<file path="src/rtl/bomb_pkg.sv">
// Shared types and constants for the BCD countdown timer.
// Holds the state encoding, the BCD nine digit and the digit-count limit.
package bomb_pkg;

  typedef enum logic [1:0] {
    ST_IDLE    = 2'd0,
    ST_RUN     = 2'd1,
    ST_EXPIRED = 2'd2,
    ST_DEFUSED = 2'd3
  } state_t;

  localparam logic [3:0] BCD_NINE   = 4'd9;
  localparam int         MAX_DIGITS = 8;

  // Digits above nine are not valid BCD; treat them as nine.
  function automatic logic [3:0] clamp_digit(input logic [3:0] d);
    return (d > BCD_NINE) ? BCD_NINE : d;
  endfunction

endpackage

</file>
<file path="src/rtl/bcd_countdown_timer_if.sv">
// Control and status bundle of the countdown timer.
// The controller drives strobes/levels; the timer returns registered status.
interface bcd_countdown_timer_if #(
  parameter int DIGITS = 3
);
  // tick/start/strike/defuse/abort are one-cycle strobes and pause is a level,
  // all sampled at the rising clock edge. There is no ready: every strobe is consumed.
  logic                  tick;
  logic                  start;
  logic [4*DIGITS-1:0]   load_bcd;
  logic                  pause;
  logic                  strike;
  logic [4*DIGITS-1:0]   penalty_bcd;
  logic                  defuse;
  logic                  abort;
  logic [4*DIGITS-1:0]   digits_bcd;
  logic [1:0]            state;
  logic                  expire_pulse;

  modport master (
    output tick, start, load_bcd, pause, strike, penalty_bcd, defuse, abort,
    input  digits_bcd, state, expire_pulse
  );

  modport slave (
    input  tick, start, load_bcd, pause, strike, penalty_bcd, defuse, abort,
    output digits_bcd, state, expire_pulse
  );

endinterface

</file>
<file path="src/rtl/bcd_countdown_timer_core.sv">
// Countdown state machine: loads, decrements, applies strike penalties and
// reports expiry. All status outputs come straight from registers.
module bcd_countdown_timer_core
  import bomb_pkg::*;
#(
  parameter int DIGITS = 3
) (
  input logic                  clk,
  input logic                  reset,
  bcd_countdown_timer_if.slave bus
);

  localparam int W = 4 * DIGITS;
  localparam logic [W-1:0] ALL_NINES = {DIGITS{BCD_NINE}};

  state_t         state_q, state_d;
  logic [W-1:0]   digits_q, digits_d;
  logic           expire_q, expire_d;

  logic [W-1:0]   load_clamped;
  logic [W-1:0]   penalty_clamped;
  logic [W-1:0]   sub_b;
  logic [W-1:0]   sub_diff;
  logic           sub_zero;
  logic           tick_eff;
  logic           do_sub;
  logic           load_zero;

  always_comb begin
    load_clamped    = '0;
    penalty_clamped = '0;
    for (int i = 0; i < DIGITS; i++) begin
      load_clamped[4*i +: 4]    = clamp_digit(bus.load_bcd[4*i +: 4]);
      penalty_clamped[4*i +: 4] = clamp_digit(bus.penalty_bcd[4*i +: 4]);
    end
  end

  // A simultaneous strike and unpaused tick costs penalty+1 via the borrow input.
  assign tick_eff  = bus.tick & ~bus.pause;
  assign do_sub    = bus.strike | tick_eff;
  assign sub_b     = bus.strike ? penalty_clamped : '0;
  assign load_zero = (load_clamped == '0);

  bcd_sub_sat #(.DIGITS(DIGITS)) u_sub (
    .a         (digits_q),
    .b         (sub_b),
    .borrow_in (tick_eff),
    .diff      (sub_diff),
    .zero      (sub_zero)
  );

  always_comb begin
    state_d  = state_q;
    digits_d = digits_q;
    expire_d = 1'b0;
    case (state_q)
      ST_RUN: begin
        if (bus.abort) begin
          state_d  = ST_IDLE;
          digits_d = ALL_NINES;
        end else if (bus.defuse) begin
          state_d  = ST_DEFUSED;
        end else if (do_sub) begin
          digits_d = sub_diff;
          if (sub_zero) begin
            state_d  = ST_EXPIRED;
            expire_d = 1'b1;
          end
        end
      end
      default: begin
        // IDLE, EXPIRED and DEFUSED only react to abort and start.
        if (bus.abort) begin
          state_d  = ST_IDLE;
          digits_d = ALL_NINES;
        end else if (bus.start) begin
          digits_d = load_clamped;
          if (load_zero) begin
            state_d  = ST_EXPIRED;
            expire_d = 1'b1;
          end else begin
            state_d  = ST_RUN;
          end
        end
      end
    endcase
  end

  always_ff @(posedge clk) begin
    if (!reset) begin
      state_q  <= ST_IDLE;
      digits_q <= ALL_NINES;
      expire_q <= 1'b0;
    end else begin
      state_q  <= state_d;
      digits_q <= digits_d;
      expire_q <= expire_d;
    end
  end

  assign bus.digits_bcd   = digits_q;
  assign bus.state        = state_q;
  assign bus.expire_pulse = expire_q;

endmodule

</file>
<file path="src/rtl/bcd_sub_sat.sv">
// Combinational DIGITS-wide BCD subtractor computing a - b - borrow_in,
// saturating at zero on underflow, with a zero flag on the result.
module bcd_sub_sat #(
  parameter int DIGITS = 3
) (
  input  logic [4*DIGITS-1:0] a,
  input  logic [4*DIGITS-1:0] b,
  input  logic                borrow_in,
  output logic [4*DIGITS-1:0] diff,
  output logic                zero
);

  logic [4*DIGITS-1:0] raw;
  logic                underflow;

  always_comb begin
    logic [4:0] t;
    logic       borrow;
    raw    = '0;
    borrow = borrow_in;
    t      = '0;
    for (int i = 0; i < DIGITS; i++) begin
      t = {1'b0, a[4*i +: 4]} - {1'b0, b[4*i +: 4]} - {4'b0000, borrow};
      // A negative digit result wraps mod 32; adding ten yields the BCD digit.
      if (t[4]) begin
        t      = t + 5'd10;
        borrow = 1'b1;
      end else begin
        borrow = 1'b0;
      end
      raw[4*i +: 4] = t[3:0];
    end
    underflow = borrow;
  end

  assign diff = underflow ? '0 : raw;
  assign zero = (diff == '0);

endmodule

</file>
<file path="src/rtl/bcd_countdown_timer.sv">
// Top of the BCD countdown timer: flat pin-level ports bundled onto the
// control/status interface that feeds the timer core.
module bcd_countdown_timer
  import bomb_pkg::*;
#(
  parameter int DIGITS = 3
) (
  input  logic                clk,
  input  logic                reset,
  input  logic                tick,
  input  logic                start,
  input  logic [4*DIGITS-1:0] load_bcd,
  input  logic                pause,
  input  logic                strike,
  input  logic [4*DIGITS-1:0] penalty_bcd,
  input  logic                defuse,
  input  logic                abort,
  output logic [4*DIGITS-1:0] digits_bcd,
  output logic [1:0]          state_o,
  output logic                expire_pulse
);

  bcd_countdown_timer_if #(.DIGITS(DIGITS)) bus ();

  assign bus.tick        = tick;
  assign bus.start       = start;
  assign bus.load_bcd    = load_bcd;
  assign bus.pause       = pause;
  assign bus.strike      = strike;
  assign bus.penalty_bcd = penalty_bcd;
  assign bus.defuse      = defuse;
  assign bus.abort       = abort;

  bcd_countdown_timer_core #(.DIGITS(DIGITS)) u_core (
    .clk   (clk),
    .reset (reset),
    .bus   (bus.slave)
  );

  assign digits_bcd   = bus.digits_bcd;
  assign state_o      = bus.state;
  assign expire_pulse = bus.expire_pulse;

endmodule

</file>
<file path="config.mk">
export PLATFORM = sky130hd
export DESIGN_NAME = bcd_countdown_timer
export DESIGN_NICKNAME = d
export VERILOG_FILES = /design/src/rtl/bomb_pkg.sv /design/src/rtl/bcd_countdown_timer_if.sv /design/src/rtl/bcd_countdown_timer_core.sv /design/src/rtl/bcd_sub_sat.sv /design/src/rtl/bcd_countdown_timer.sv
export SDC_FILE = /design/constraint.sdc
export NUM_CORES = 1
export LEC_CHECK = 0
export CAP_MARGIN = 20
export CELL_PAD_IN_SITES_DETAIL_PLACEMENT = 1
export CELL_PAD_IN_SITES_GLOBAL_PLACEMENT = 1
export CORE_ASPECT_RATIO = 1.75
export CORE_MARGIN = 2
export CORE_UTILIZATION = 33
export CTS_CLUSTER_SIZE = 16
export DETAILED_ROUTE_END_ITERATION = 7
export GPL_TIMING_DRIVEN = 0
export MAX_ROUTING_LAYER = met4
export PLACE_DENSITY = 0.8
export SLEW_MARGIN = 10
export SYNTH_ARGS = -nofsm -noshare
export SYNTH_HDL_FRONTEND = slang
export SYNTH_SLANG_ARGS = --single-unit
</file>
<file path="constraint.sdc">
create_clock -name clk -period 5.7 [get_ports clk]
set_input_delay 0.57 -clock clk [delete_from_list [all_inputs] [get_ports clk]]
set_output_delay 0.57 -clock clk [all_outputs]
set_load 0.03 [all_outputs]
</file>
### Word-level counts from Yosys, hierarchy flattened

Index checks and enable logic that the tools add are counted.
Widths: inputs -> output; s select.

* bits in registers: 15
* output and inout bits: 15
* word-level logic and storage cells: 67

* $add $sub $neg: 9
* $lt $le $gt $ge: 6
* equality and inequality tests: 5
* mux-type cells: 36
* bitwise gates (word level): 3
* reductions and logical operators: 5

Operators with widths (count)
* $mux 12: 8
* $mux 4: 9
* $gt 4x4->1 const B: 6
* $logic_not 12->1: 2
* $mux 2: 8
* $sub 4x4->5: 3
* $sub 5x1->5: 3
* $add 4x4->4 const B: 3
* $mux 1: 11
* $ne 4x3->1 const B: 2
* $reduce_and 3->1: 2
* $ne 3x2->1 const B: 1
* $ne 3x3->1 const B: 1
* $reduce_bool 3->1: 1
* $eq 2x1->1 const B: 1
* $and 1x1->1: 1
* $not 1->1: 1
* $or 1x1->1: 1

### Logic depth before layout (Yosys ltp)

* depth after elaboration: 18
* depth in mapped cells: 25
* depth with buffers taken out: 24

### By module

A second synthesis with hierarchy kept.

* cells, all modules: 254
* area total of the unflattened synthesis: 2050.7 sq um

Modules (own cells, without submodules)
* bcd_countdown_timer_core: instances 1, cells an instance 128, area each 1099.8 sq um
* bcd_sub_sat: instances 1, cells an instance 126, area each 950.9 sq um

### Worst setup path before layout

OpenSTA, ideal clock, no wires.

* path type: input port to flip-flop
* start point: input penalty_bcd[2]
* end point: register u_core.digits_q[11] (netlist: u_core.bus.digits_bcd[11])
* arrival: 5.488 ns
* required time: 5.569 ns
* slack: 0.081 ns
* cell stages on the path: 24
* path buffers: 0
* cell sequence: o21a_1 -> o21a_1 -> fa_1 -> fa_1 -> and2_1 -> o221ai_2 -> xnor2_1 -> ha_1 -> or2_2 -> inv_1 -> fa_1 -> and2_1 -> o221ai_4 -> xnor2_1 -> ha_1 -> or2_2 -> inv_1 -> fa_1 -> and3b_1 -> o22ai_1 -> or2_2 -> nor3_1 -> a2111oi_0 -> o21ai_0

* longest elaborated chain between the ends: 16

RTL lines
* start: declaration: RTL line bcd_countdown_timer.sv:15 `input logic [4*DIGITS-1:0] penalty_bcd,`
* $gt 4x4->1: RTL line bomb_pkg.sv:17 `return (d > BCD_NINE) ? BCD_NINE : d;`
* $mux 4 (*): RTL line bomb_pkg.sv:17
* $mux 12 (*): RTL line bcd_countdown_timer_core.sv:41 `assign sub_b = bus.strike ? penalty_clamped : '0;`
* $sub 4x4->5 (*): RTL line bcd_sub_sat.sv:23 `t = {1'b0, a[4*i +: 4]} - {1'b0, b[4*i +: 4]} - {4'b0000, borrow};`
* $sub 5x1->5 (*): RTL line bcd_sub_sat.sv:23
* $mux 1 (*): RTL line bcd_sub_sat.sv:25 `if (t[4]) begin`
* $sub 5x1->5 (*): RTL line bcd_sub_sat.sv:23
* $mux 1 (*): RTL line bcd_sub_sat.sv:25
* $sub 5x1->5 (*): RTL line bcd_sub_sat.sv:23
* $add 4x4->4: RTL line bcd_sub_sat.sv:26 `t = t + 5'd10;`
* $mux 4: RTL line bcd_sub_sat.sv:25
* $mux 12 (*): RTL line bcd_sub_sat.sv:36 `assign diff = underflow ? '0 : raw;`
* $mux 12 (*): RTL line bcd_countdown_timer_core.sv:63 `end else if (do_sub) begin`
* $mux 12 (*): RTL line bcd_countdown_timer_core.sv:61 `end else if (bus.defuse) begin`
* $mux 12 (*): RTL line bcd_countdown_timer_core.sv:58 `if (bus.abort) begin`
* $mux 12 (*): RTL line bcd_countdown_timer_core.sv:56 `case (state_q)`
* end signal: assignment: RTL line bcd_countdown_timer_core.sv:96 `digits_q <= digits_d;`
* end: declaration: RTL line bcd_countdown_timer_core.sv:17 `logic [W-1:0] digits_q, digits_d;`

Every way passes the cells marked *; elsewhere a longest branch is shown, timed or not. The select of a mux whose other input is x is not followed.
A chain may end at the register's enable or synchronous reset.

### Worst setup path after layout

* start point: input penalty_bcd[2]
* end point: register u_core.state_q[0] (netlist: u_core.bus.state[0])

* longest elaborated chain between the ends: 15

RTL lines
* $gt 4x4->1: RTL line bomb_pkg.sv:17
* $mux 4 (*): RTL line bomb_pkg.sv:17
* $mux 12 (*): RTL line bcd_countdown_timer_core.sv:41
* $sub 4x4->5 (*): RTL line bcd_sub_sat.sv:23
* $sub 5x1->5 (*): RTL line bcd_sub_sat.sv:23
* $mux 1: RTL line bcd_sub_sat.sv:25
* $sub 5x1->5: RTL line bcd_sub_sat.sv:23
* $mux 1: RTL line bcd_sub_sat.sv:25
* $sub 5x1->5: RTL line bcd_sub_sat.sv:23
* $add 4x4->4: RTL line bcd_sub_sat.sv:26
* $mux 4: RTL line bcd_sub_sat.sv:25
* $mux 12 (*): RTL line bcd_sub_sat.sv:36
* $logic_not 12->1 (*): RTL line bcd_sub_sat.sv:37 `assign zero = (diff == '0);`
* $ne 4x3->1 (no source line) (*)
* $reduce_and 3->1 (no source line) (*)
* end signal: assignment: RTL line bcd_countdown_timer_core.sv:95 `state_q <= state_d;`
* end: declaration: RTL line bcd_countdown_timer_core.sv:16 `state_t state_q, state_d;`

Every way passes the cells marked *; elsewhere a longest branch is shown, timed or not.

==> results.toml <==
[synthesis]
async_flop_share = 0
syn_area_per_cell_um2 = 7.796
yosys_register_bits = 15
synth_flop_cell = "dfxtp_1"
netlist-cell-type-count = 53
synth_seq_area_share = 0.1535
yosys_warnings = 0
synth_edf_count = 0
synth_cells = 251
syn_nets = 309
synthesis.area_mm2 = 0.001957

[clocking]
cts_root_buffer = "clkbuf_8"
cts_max_level = 1
clockBufferDepth = 2
clk_latency_ns = 0.26
cts_hold_buf = 0
cts_buffers = 3
cts_tree = "yes"
cts.sinks = 15
cts.reportedPaths.clkPinSlew_ns = 0.07

[routing]
route.final.wire_length_mm = 6.332
vias = 2060
viasPerCell = 5.309
drt_pre_antenna_iters = 6
ant_nets = 0
wl_per_cell_um = 16.32
drcViolationCount = 0
drtIter0Drc = 64

[floorplan]
die_y_um = 105.9
core_area_mm2 = 0.005787
die_x_um = 62.21
pin_count = 47
die_area_mm2 = 0.006586
initial_utilization = 0.3382
fp-row-count = 37

[sta]
slew_headroom = 0.6545
slew_viol_final = 0
final_hold_viol_count = 0
setup_violations = 0
fmax_mhz = 184.5
tightest_slew_ns = 0.5182
fin_ws_ns = 0.2808
rsz0062_at_grt = "true"
finalCritPeriodShare = 0.9507
setup-tns-final_ns = 0
fin_skew_ns = 0.003365
post-route-min-period_ns = 5.419

[critical_path]
cp_max_fo = 3
reg2reg_depth = 23
critical_path_class = "in -> reg"
crit_path_end_kind = "register"
required_ns = 5.86
worstPathArrival_ns = 5.58
start_kind = "primary input"

[global_routing]
gr-total-overflow = 0
grt_first_pass_wirelength_mm = 10.47
antenna_found_initial = 0
first_global_vias = 2172
grtUsageMet3 = 0.01067
grt_max_degree = 11
grt.met1_usage = 0.2193
busiest_layer = "met2"
grtUsageTotal = 0.2033
grt_util_met2 = 0.3890

[finish]
antenna_cells = 0
multi_input_area_mm2 = 0.001573
stdcell_area_mm2 = 0.002724
fin_util = 0.4707
nets = 369
fill_cells = 728
ff_latch_area_um2 = 300.3
areaGrowthSynthToFinish_pct = 39.19
layout-drive-gt1-share = 0.1677

[worst_hold_path]
holdPathStages = 2
hold_class = "reg -> reg"

[power_and_ir_drop]
power_density_mw_per_mm2 = 191.5
peakVddDrop_uv = 90.43
p_leak_nw = 1.158
totalPowerFinal_uw = 521.8

[place]
port_buffers = 45
placed_area_mm2 = 0.002505
gp_congestion = 0.8527
dpl_worst_slack_ns = -1.509
dp_hpwl_mm = 4.932

[outcome]
status = "finished, final reports clean"

[job]
maxCapViolations = 0
## timing repair
| item | in CTS | in global routing |
|---|---|---|
| setup endpoints to repair | 15 | 13 |
| gates resized for setup | 37 | 13 |
| pin swaps | 22 | 22 |
| gates cloned | 0 | 0 |
| setup buffers | 8 | 2 |
| endpoints found under the hold margin | 0 | 0 |
## synthesized netlist by cell type (3+ instances only)
cell	instances	area, um^2
inv_1	37	138.9
ha_1	22	275.3
o21ai_0	20	100.1
dfxtp_1	15	300.3
nor2_1	14	52.55
nor2b_1	13	81.33
a21oi_1	9	45.04
xnor2_1	8	70.07
and3b_1	7	61.31
nand2_1	7	26.28
and2_1	6	37.54
o21a_1	6	45.04
nor3_1	5	25.02
or2_2	5	31.28
a2111oi_0	4	35.03
a22oi_1	4	30.03
clkbuf_1	4	15.01
fa_1	4	80.08
nand3_1	4	20.02
nand3b_1	4	30.03
xor2_1	4	35.03
a211oi_1	3	22.52
buf_2	3	15.01
nand2b_1	3	18.77
nor4b_1	3	26.28
## cells in the final DEF, fill, tap and decap left out, types with 3 or more instances in the layout
cell             instances
nand2b_1                 3
nor2_1                  14
o21a_1                   6
clkdlybuf4s50_1         38
or2_2                    3
a22oi_1                  4
nand3_1                  4
nand2_1                  7
ha_1                    20
or2_4                    3
buf_4                   10
clkbuf_8                 3
a211oi_1                 3
clkbuf_1                 3
buf_2                    4
nor2b_1                 12
a2111oi_1                3
and3b_1                  7
a21oi_1                  9
xor2_1                   4
and2_1                   4
nor4b_1                  3
inv_1                   35
o21ai_0                 19
xnor2_1                  6
dfxtp_1                 15
nand3b_1                 4
fa_2                     4
nor3_1                   5
## final cells by class
cell class,instances,share of cell area
Clock inverter,1,0.001837
Sequential cell,15,0.1102
Clock buffer,3,0.01516
Tap cell,78,0.03583
Timing Repair Buffer,55,0.1893
Inverter,37,0.05099
Multi-Input combinational cell,191,0.5774
Buffer,8,0.01929
## worst paths after layout
kind                                          startpoint                                endpoint  slack (ns)
hold reg to reg   u_core.bus.digits_bcd[11]$_SDFFE_PN1P_  u_core.bus.digits_bcd[11]$_SDFFE_PN1P_        0.54
setup / recovery                          penalty_bcd[2]        u_core.bus.state[0]$_SDFFE_PN0P_        0.28
setup reg to reg   u_core.bus.digits_bcd[0]$_SDFFE_PN1P_        u_core.bus.state[0]$_SDFFE_PN0P_        0.56
hold / removal    u_core.bus.digits_bcd[11]$_SDFFE_PN1P_  u_core.bus.digits_bcd[11]$_SDFFE_PN1P_        0.54
## routing by layer
layer,part of all wire,up-vias
met1,0.38,1004
li1,-,1003
met2,0.56,42
met5,0,-
met3,0.026,11
met4,0.031,0
## power breakdown
group          leakage [nW]  total, mW  internal (mW)  switching (mW)
clock                0.0255     0.0953         0.0487          0.0466
sequential            0.122      0.115          0.110         0.00551
combinational          1.01      0.311          0.150           0.161
## metrics by stage
| step | instances | hold WS [ns] |
|---|---|---|
| 2_1_floorplan | 251 | 0.6459 |
| 3_3_place_gp | 374 | 0.5317 |
| 3_5_place_dp | 374 | 0.5389 |
| 4_1_cts | 386 | 0.5504 |
| 5_1_grt | 388 | 0.6031 |
| 6_report | 388 | 0.5447 |
## registers in the layout (all words and copies together), names as in the netlist
register                 count
u_core.bus.digits_bcd       12
u_core.bus.state             2
u_core.bus.expire_pulse      1
## critical path, cell delays in order
cell	delay [ns]
buf_6	0.09
o21a_1	0.18
o21a_1	0.18
fa_2	0.37
fa_2	0.38
and2_4	0.19
o221ai_4	0.22
xnor2_1	0.15
ha_2	0.18
or2_4	0.11
inv_2	0.03
fa_2	0.36
and2_4	0.19
o221ai_4	0.22
xnor2_2	0.13
ha_2	0.17
or2_4	0.11
inv_2	0.03
fa_2	0.36
xnor2_2	0.16
nor4_2	0.26
o211ai_1	0.14
nor4b_2	0.30
o2111ai_2	0.22
a22o_1	0.22
## kinds of logic (layout without fill, tap and decap cells)
| kind of cell | Yosys count | after routing | share of synthesized area |
|---|---|---|---|
| AND/OR/NAND/NOR | 82 | 82 | 0.2551 |
| AO/OA/AOI/OAI | 70 | 70 | 0.2590 |
| buffers and inverters | 45 | 104 | 0.09207 |
| adder cells (fa/ha/maj) | 26 | 26 | 0.1816 |
| flip-flops | 15 | 15 | 0.1535 |
| XOR/XNOR | 12 | 12 | 0.05371 |
| multiplexers | 1 | 1 | 0.005115 |
No activity file was read; power rests on OpenSTA's default activity.
